### src/rtl/axis_word_packer.sv
`default_nettype none
// ============================================================================
// Module   : axis_word_packer
// Brief    : Packs a narrow AXI-Stream into wide words, padding and flushing
//            partial words on tlast or after an idle timeout.
// Revision : 1.0 - initial release
// ============================================================================
module axis_word_packer #(
    parameter int unsigned         IN_WIDTH  = 32,
    parameter int unsigned         OUT_WIDTH = 128,
    parameter logic [IN_WIDTH-1:0] PAD_WORD  = '0,
    parameter int unsigned         TIMEOUT   = 1024
) (
    input  logic                                   aclk,
    input  logic                                   reset,
    input  logic [IN_WIDTH-1:0]                    in_tdata,
    input  logic                                   in_tvalid,
    output logic                                   in_tready,
    input  logic                                   in_tlast,
    output logic [OUT_WIDTH-1:0]                   out_tdata,
    output logic                                   out_tvalid,
    input  logic                                   out_tready,
    output logic                                   out_tlast,
    output logic [$clog2(OUT_WIDTH/IN_WIDTH):0]    out_lanes
);

    localparam int unsigned     c_ratio    = OUT_WIDTH / IN_WIDTH;
    localparam int unsigned     c_iw       = $clog2(c_ratio);
    localparam int unsigned     c_lw       = c_iw + 1;
    localparam int unsigned     c_tw       = (TIMEOUT > 1) ? $clog2(TIMEOUT) : 1;
    localparam logic [c_iw-1:0] c_idx_last = c_iw'(c_ratio - 1);
    localparam logic [c_tw-1:0] c_tmo_last = c_tw'((TIMEOUT > 0) ? (TIMEOUT - 1) : 0);

    logic [OUT_WIDTH-1:0] acc_q, acc_d;
    logic [c_iw-1:0]      idx_q, idx_d;
    logic                 acc_full_q, acc_full_d;
    logic [c_lw-1:0]      acc_lanes_q, acc_lanes_d;
    logic                 acc_last_q, acc_last_d;
    logic [c_tw-1:0]      tmo_q, tmo_d;
    logic [OUT_WIDTH-1:0] out_data_q, out_data_d;
    logic                 out_valid_q, out_valid_d;
    logic                 out_last_q, out_last_d;
    logic [c_lw-1:0]      out_lanes_q, out_lanes_d;

    logic                 w_accept;
    logic                 w_out_free;
    logic                 w_close_word;
    logic                 w_expire;
    logic [c_lw-1:0]      w_lanes;
    logic [OUT_WIDTH-1:0] w_merged;

    assign w_accept     = in_tvalid & ~acc_full_q;
    assign w_out_free   = ~out_valid_q | out_tready;
    assign w_close_word = w_accept & ((idx_q == c_idx_last) | in_tlast);
    // An accepted word always beats the timeout in the same cycle.
    assign w_expire     = (TIMEOUT != 0) && (idx_q != '0) && !acc_full_q &&
                          !w_accept && (tmo_q == c_tmo_last);
    assign w_lanes      = w_close_word ? (c_lw'(idx_q) + c_lw'(1)) : c_lw'(idx_q);

    // Filled lanes keep their data, the incoming word lands at idx, the rest pad.
    always_comb begin
        w_merged = '0;
        for (int unsigned l = 0; l < c_ratio; l++) begin
            if (c_iw'(l) < idx_q) begin
                w_merged[l*IN_WIDTH +: IN_WIDTH] = acc_q[l*IN_WIDTH +: IN_WIDTH];
            end else if (w_accept && (c_iw'(l) == idx_q)) begin
                w_merged[l*IN_WIDTH +: IN_WIDTH] = in_tdata;
            end else begin
                w_merged[l*IN_WIDTH +: IN_WIDTH] = PAD_WORD;
            end
        end
    end

    always_comb begin
        acc_d       = acc_q;
        idx_d       = idx_q;
        acc_full_d  = acc_full_q;
        acc_lanes_d = acc_lanes_q;
        acc_last_d  = acc_last_q;
        tmo_d       = tmo_q;
        out_data_d  = out_data_q;
        out_valid_d = out_valid_q & ~out_tready;
        out_last_d  = out_last_q;
        out_lanes_d = out_lanes_q;

        if (acc_full_q) begin
            if (w_out_free) begin
                out_data_d  = acc_q;
                out_lanes_d = acc_lanes_q;
                out_last_d  = acc_last_q;
                out_valid_d = 1'b1;
                acc_full_d  = 1'b0;
            end
        end else if (w_close_word || w_expire) begin
            idx_d = '0;
            tmo_d = '0;
            if (w_out_free) begin
                out_data_d  = w_merged;
                out_lanes_d = w_lanes;
                out_last_d  = w_close_word & in_tlast;
                out_valid_d = 1'b1;
            end else begin
                acc_d       = w_merged;
                acc_lanes_d = w_lanes;
                acc_last_d  = w_close_word & in_tlast;
                acc_full_d  = 1'b1;
            end
        end else if (w_accept) begin
            acc_d = w_merged;
            idx_d = idx_q + c_iw'(1);
            tmo_d = '0;
        end else if ((TIMEOUT != 0) && (idx_q != '0)) begin
            tmo_d = tmo_q + c_tw'(1);
        end
    end

    always_ff @(posedge aclk or posedge reset) begin
        if (reset) begin
            acc_q       <= '0;
            idx_q       <= '0;
            acc_full_q  <= 1'b0;
            acc_lanes_q <= '0;
            acc_last_q  <= 1'b0;
            tmo_q       <= '0;
            out_data_q  <= '0;
            out_valid_q <= 1'b0;
            out_last_q  <= 1'b0;
            out_lanes_q <= '0;
        end else begin
            acc_q       <= acc_d;
            idx_q       <= idx_d;
            acc_full_q  <= acc_full_d;
            acc_lanes_q <= acc_lanes_d;
            acc_last_q  <= acc_last_d;
            tmo_q       <= tmo_d;
            out_data_q  <= out_data_d;
            out_valid_q <= out_valid_d;
            out_last_q  <= out_last_d;
            out_lanes_q <= out_lanes_d;
        end
    end

    assign in_tready  = ~acc_full_q;
    assign out_tdata  = out_data_q;
    assign out_tvalid = out_valid_q;
    assign out_tlast  = out_last_q;
    assign out_lanes  = out_lanes_q;

endmodule
`default_nettype wire

### config.mk
export PLATFORM = sky130hd
export DESIGN_NAME = axis_word_packer
export DESIGN_NICKNAME = d
export VERILOG_FILES = /design/src/rtl/axis_word_packer.sv
export SDC_FILE = /design/constraint.sdc
export NUM_CORES = 1
export LEC_CHECK = 0
export ABC_AREA = 1
export ABC_CLOCK_PERIOD_IN_PS = 29900
export CORE_MARGIN = 5
export CORE_UTILIZATION = 35
export DETAILED_ROUTE_END_ITERATION = 10
export GPL_ROUTABILITY_DRIVEN = 0
export PLACE_DENSITY = 0.63
export SYNTH_ARGS = -nofsm -noshare
export SYNTH_HDL_FRONTEND = slang
export SYNTH_SLANG_ARGS = --single-unit
### constraint.sdc
create_clock -name aclk -period 29.9 [get_ports aclk]
set_input_delay 5.98 -clock aclk [delete_from_list [all_inputs] [get_ports aclk]]
set_output_delay 5.98 -clock aclk [all_outputs]
set_load 0.005 [all_outputs]
# [Yosys cells after proc, flatten, opt, wreduce, memory -nomap -nowiden]
# Index checks and enable logic that the tools add are counted.
[op_classes] n_addsub=3 magnitude_cmp=4 eq_ne=6 muxes=35 bitwise=10 reduce_logical=20
[ops] cell="2-to-1 mux 128 bit" n=7
[ops] cell="2-to-1 mux 32 bit" n=8
[ops] cell="2-to-1 mux 10 bit" n=3
[ops] cell="2-to-1 mux 3 bit" n=5
[ops] cell="adder 10 x 1 -> 10 bit (second input constant)" n=1
[ops] cell="equality test 10 bit (second input constant)" n=1
[ops] cell="2-to-1 mux 1 bit" n=10
[ops] cell="logical AND 1 bit" n=7
[ops] cell="AND reduction 2 bit" n=3
[ops] cell="AND reduction 3 bit" n=2
[ops] cell="nonzero test 2 bit" n=3
[ops] cell="AND 1 bit" n=4
[ops] cell="equality test 2 bit (first input constant)" n=2
[ops] cell="< comparator 1 x 2 -> 1 bit (first input constant)" n=2
[ops] cell="< comparator 2 bit (first input constant)" n=2
[ops] cell="2-to-1 mux 2 bit" n=2
[ops] cell="NOT 1 bit" n=4
[ops] cell="adder 2 x 1 -> 3 bit (second input constant)" n=1
[ops] cell="nonzero test 3 bit" n=1
[ops] cell="adder 2 x 1 -> 2 bit (second input constant)" n=1
[ops] cell="equality test 1 x 2 -> 1 bit (first input constant)" n=1
[ops] cell="equality test 2 bit (second input constant)" n=1
[ops] cell="zero test 1 bit" n=2
[ops] cell="zero test 2 bit" n=1
[ops] cell="other kinds (3)" n=4
[totals] register_bits=278 inputBits=37 output_inout_bits=134 elab_cells=88

# [Longest topological paths before layout]
[depth] word_depth=8 ltp_mapped=14 ltp_nobuf=10

# [Worst setup path before layout]
# Ideal clock, no wire load.
[synth_path] path_kind="flip-flop to output port" from="reg acc_full_q" to="out in_tready" t_arrival_ns=1.124 required_ns=23.920 slack_ns=22.796 stages_incl_launch_ff=5 path_buffers=3 cell_sequence="dfrtp_1 -> buf_2 -> inv_4 -> clkbuf_1 -> clkbuf_1"
[synth_between] elab_chain_len=1
[synth_rtl] item="start: declaration" line_no="36" rtl="logic acc_full_q, acc_full_d;"
[synth_rtl] item="start signal: assignment" line_no="132" rtl="acc_full_q <= acc_full_d;"
[synth_rtl] item="NOT 1 bit (no line)"
[synth_rtl] item="end: declaration" line_no="18" rtl="output logic in_tready,"
# Every way passes these cells.

# [Worst setup path in the final report]
[layout_path] from="in in_tvalid" to="reg out_data_q[90], in the netlist out_tdata[90]"
[layout_between] elab_chain_len=7 elab_cells_between_ends=14 classes_between="mux: 5; bitwise: 2; reduce/logical: 7"
[layout_rtl] item="start: declaration" line_no="17" rtl="input logic in_tvalid,"
[layout_rtl] item="AND 1 bit *" line_no="52" rtl="assign w_accept = in_tvalid & ~acc_full_q;"
[layout_rtl] item="logical AND 1 bit or zero test 1 bit (tied branches)" line_no="66, 57"
[layout_rtl] item="2-to-1 mux 32 bit or logical AND 1 bit (tied branches)" line_no="66, 56"
[layout_rtl] item="2-to-1 mux 32 bit or logical AND 1 bit (tied branches)" line_no="64, 57"
[layout_rtl] item="2-to-1 mux 128 bit or logical OR 1 bit (tied branches)" line_no="97, 94"
[layout_rtl] item="2-to-1 mux 128 bit or nonzero test 2 bit (tied branches)"
[layout_rtl] item="2-to-1 mux 128 bit or AND reduction 2 bit (tied branches)"
[layout_rtl] item="end signal: assignment" line_no="136" rtl="out_data_q <= out_data_d;"
[layout_rtl] item="end: declaration" line_no="40" rtl="logic [OUT_WIDTH-1:0] out_data_q, out_data_d;"
# Mark *: on every way between the ends. The rest lies on a longest branch, timed or not. The select of a mux whose other input is x is not followed.
# A chain may end at the register's enable or synchronous reset.

==> impl_metrics.json <==
{
  "crit_path_start_kind": "input pin",
  "synthesis.nets": 2086,
  "total_power_per_unit_cell_area_nw_per_um2": 75.6,
  "tightest_slew_margin_relative_to_the_limit_pct": 12.6,
  "floorplan.die.height_um": 214,
  "post_synth.cell_area_avg_um2": 7.12,
  "antenna_found_initial": 0,
  "clock_latency_on_the_worst_skew_pair_ps": 560,
  "drt-total-wl_um": 49600,
  "final.setup_skew_ps": 14.7,
  "port_buffers": 170,
  "cp_data_arrival_time_ps": 9400,
  "post_route_cells_drive_above_1_share_pct": 3.86,
  "post_cts_resized": 0,
  "rsz_0062_raised_after_global_routing": "false",
  "cts-buffers-inserted": 30,
  "hold-path-cell-count": 2,
  "timing.final.setup_violations": 0,
  "initialDrtViolationCount": 1623,
  "number_of_nets_still_failing_antenna_checks_after_routing": 0,
  "cap_viol_max_count": 0,
  "avgViaCountPerCell": 5.26,
  "register_bit_total_from_synthesis": 278,
  "class_of_the_worst_hold_path": "flip-flop to flip-flop",
  "design.die.area_um2": 45800,
  "detailroute.via_count": 14000,
  "row_count": 74,
  "critPathRequiredTime_ps": 30390,
  "seq_area_frac_synth_pct": 47.8,
  "finalHoldViolCount": 0,
  "postCtsSetupRepairBufs": 0,
  "die_width_um": 214,
  "cts_buffer_depth": 3,
  "htreeDepth": 1,
  "ff2ff_path_depth": 10,
  "initial_utilization_pct": 35.5,
  "final.min_clock_period_ps": 8910,
  "grt_pass1_vias": 13300,
  "drt_pass1_iterations": 5,
  "drt_wl_cell_um": 18.7,
  "grt_remaining_overflow": 0,
  "layout-area-overhead-vs-synth_pct": 18.8,
  "largest_net_degree_at_the_start_of_global_routing": 136,
  "yosys_warnings": 0,
  "synth.lib_cells_used.distinct": 27,
  "antenna_cells": 0,
  "syn-cell-area_um2": 14600,
  "core_region_area_um2": 41000,
  "cts_hold_repair.buffers": 0,
  "number_of_pins_with_negative_max_slew_slack_in_the_final_report": 0,
  "critical_path_class": "input pin to flip-flop",
  "vdd_ir_drop_max_mv": 0.0492,
  "post-route-util_pct": 42.2,
  "cp_max_fo": 69,
  "max_clock_freq_mhz": 112,
  "endpoint_kind": "flip-flop",
  "finalCritPeriodShare_pct": 29.8,
  "worst_slew_pin_slew_ps": 1310,
  "clkSlewWorstSetupHoldPaths_ps": 60,
  "num_io_pins": 171,
  "place.detailed.hpwl_um": 29300,
  "clock_tree_from_tritoncts": "done",
  "cts.sink_count": 278,
  "layout.nets": 2145,
  "outcome": "complete, no violations",
  "syn_inst": 2044,
  "global_route_wire_length_before_repair_um": 78000,
  "cellLeakagePower_nw": 9.13,
  "cts_root_buffer": "sky130_fd_sc_hd__clkbuf_16",
  "remaining_drc_errors": 0,
  "grtUsageTotal_pct": 20.8,
  "timing.setup.tns_ps": 0
}
final timing paths:
kind                                from  slack (ps)            end
max                            in_tvalid       20990  out_tdata[90]
min                        out_tdata[51]         470  out_tdata[51]
max reg2reg                     idx_q[1]       25820  out_tdata[90]
min reg2reg                out_tdata[51]         470  out_tdata[51]
max in group asynchronous          reset       22190      acc_q[22]
min in group asynchronous          reset        6050  out_tdata[89]
routing by layer:
metal | part of all wire [%] | up-vias | track usage, %
met5 | 0 | - | 0
met4 | 3.4 | 0 | 6.42
met3 | 8.3 | 90 | 3.74
met2 | 46 | 539 | 32.5
met1 | 43 | 6698 | 29.7
li1 | - | 6635 | -
critical path, stage by stage:
cell and delay [ps]:
sky130_fd_sc_hd__clkdlybuf4s50_1 570, sky130_fd_sc_hd__nand2_4 200, sky130_fd_sc_hd__inv_2 130, sky130_fd_sc_hd__nand2_4 200
sky130_fd_sc_hd__nand3_4 500, sky130_fd_sc_hd__nand2_4 850, sky130_fd_sc_hd__buf_4 680, sky130_fd_sc_hd__nand2_1 130
sky130_fd_sc_hd__nand2_1 80
cell usage in the layout (no fill, tap or decap), types with 2 or more instances in the layout:
cell,n
sky130_fd_sc_hd__buf_4,15
sky130_fd_sc_hd__clkbuf_1,6
sky130_fd_sc_hd__clkbuf_16,31
sky130_fd_sc_hd__clkbuf_8,8
sky130_fd_sc_hd__clkdlybuf4s50_1,170
sky130_fd_sc_hd__clkinv_1,2
sky130_fd_sc_hd__clkinv_2,5
sky130_fd_sc_hd__clkinvlp_4,2
sky130_fd_sc_hd__dfrtp_1,277
sky130_fd_sc_hd__ha_1,5
sky130_fd_sc_hd__inv_1,46
sky130_fd_sc_hd__inv_4,2
sky130_fd_sc_hd__nand2_1,972
sky130_fd_sc_hd__nand2_2,2
sky130_fd_sc_hd__nand2_4,4
sky130_fd_sc_hd__nand2_8,2
sky130_fd_sc_hd__nand3_1,403
sky130_fd_sc_hd__nand3_4,2
sky130_fd_sc_hd__nand4_1,4
sky130_fd_sc_hd__nor2_1,36
sky130_fd_sc_hd__nor2_2,3
sky130_fd_sc_hd__nor3_1,2
sky130_fd_sc_hd__o21ai_0,108
sky130_fd_sc_hd__o22ai_1,4
sky130_fd_sc_hd__xor2_1,5
cell families after synthesis:
family	share of synthesized area (%)
compound gates	3.88
xor+xnor	0.301
fa+ha+maj	0.430
buf+inv	6.61
flops	47.8
simple gates	41.0
per-stage QoR:
stage	instance area, µm²	instances	hold slack [ps]	total power [mW]	setup slack, ps
global placement	16400	2603	457	0.943	20540
global route	17300	2655	493	1.39	20690
finish	17300	2655	466	1.31	20990
CTS	17300	2655	473	1.32	21040
detailed placement	16400	2603	458	0.953	20440
floorplan	14600	2044	453	0.764	16250
final cells by class:
type / count / area [µm²]
multi-input cells: 1556 / 6700
repair buffers: 185 / 1810
clock buffers: 45 / 908
inverters: 52 / 208
flip-flops and latches: 278 / 6960
clock inverters: 7 / 40.0
well taps: 532 / 666
fillers: 4146 / 23700
flip-flops by register name (all words and copies together) (netlist names):
register and count:
acc_full_q 1, acc_lanes_q 3, acc_last_q 1, acc_q 128
idx_q 2, out_lanes 3, out_tdata 128, out_tlast 1
out_tvalid 1, tmo_q 10
cell usage after synthesis:
cell type                  instances  area [µm²]
sky130_fd_sc_hd__nor3_1            2        10.0
sky130_fd_sc_hd__o21ai_0         108         541
sky130_fd_sc_hd__ha_1              5        62.6
sky130_fd_sc_hd__buf_4             8        60.1
sky130_fd_sc_hd__buf_2            65         325
sky130_fd_sc_hd__nand3_1         403        2020
sky130_fd_sc_hd__nor2_4            1        11.3
sky130_fd_sc_hd__nand3_2           2        20.0
sky130_fd_sc_hd__nand4_4           1        21.3
sky130_fd_sc_hd__inv_2             1        3.75
sky130_fd_sc_hd__nor2_2            2        12.5
sky130_fd_sc_hd__clkinv_1          2        7.51
sky130_fd_sc_hd__buf_1            13        48.8
sky130_fd_sc_hd__buf_6             8        90.1
sky130_fd_sc_hd__nand4_1           4        25.0
sky130_fd_sc_hd__or2_2             1        6.26
sky130_fd_sc_hd__inv_1            48         180
sky130_fd_sc_hd__or2_1             1        6.26
sky130_fd_sc_hd__dfrtp_1         278        6960
sky130_fd_sc_hd__clkbuf_1         64         240
sky130_fd_sc_hd__nor2_1           37         139
sky130_fd_sc_hd__inv_4             1        6.26
sky130_fd_sc_hd__o22ai_1           4        25.0
sky130_fd_sc_hd__nand2_1         974        3660
sky130_fd_sc_hd__nand2_4           2        22.5
sky130_fd_sc_hd__nand2_2           4        25.0
sky130_fd_sc_hd__xor2_1            5        43.8
power breakdown:
group	switching (mW)	internal [mW]
sequential	0.0675	0.468
combinational	0.249	0.162
clock	0.153	0.208
Note: power is estimated with default switching activity, not from simulation.
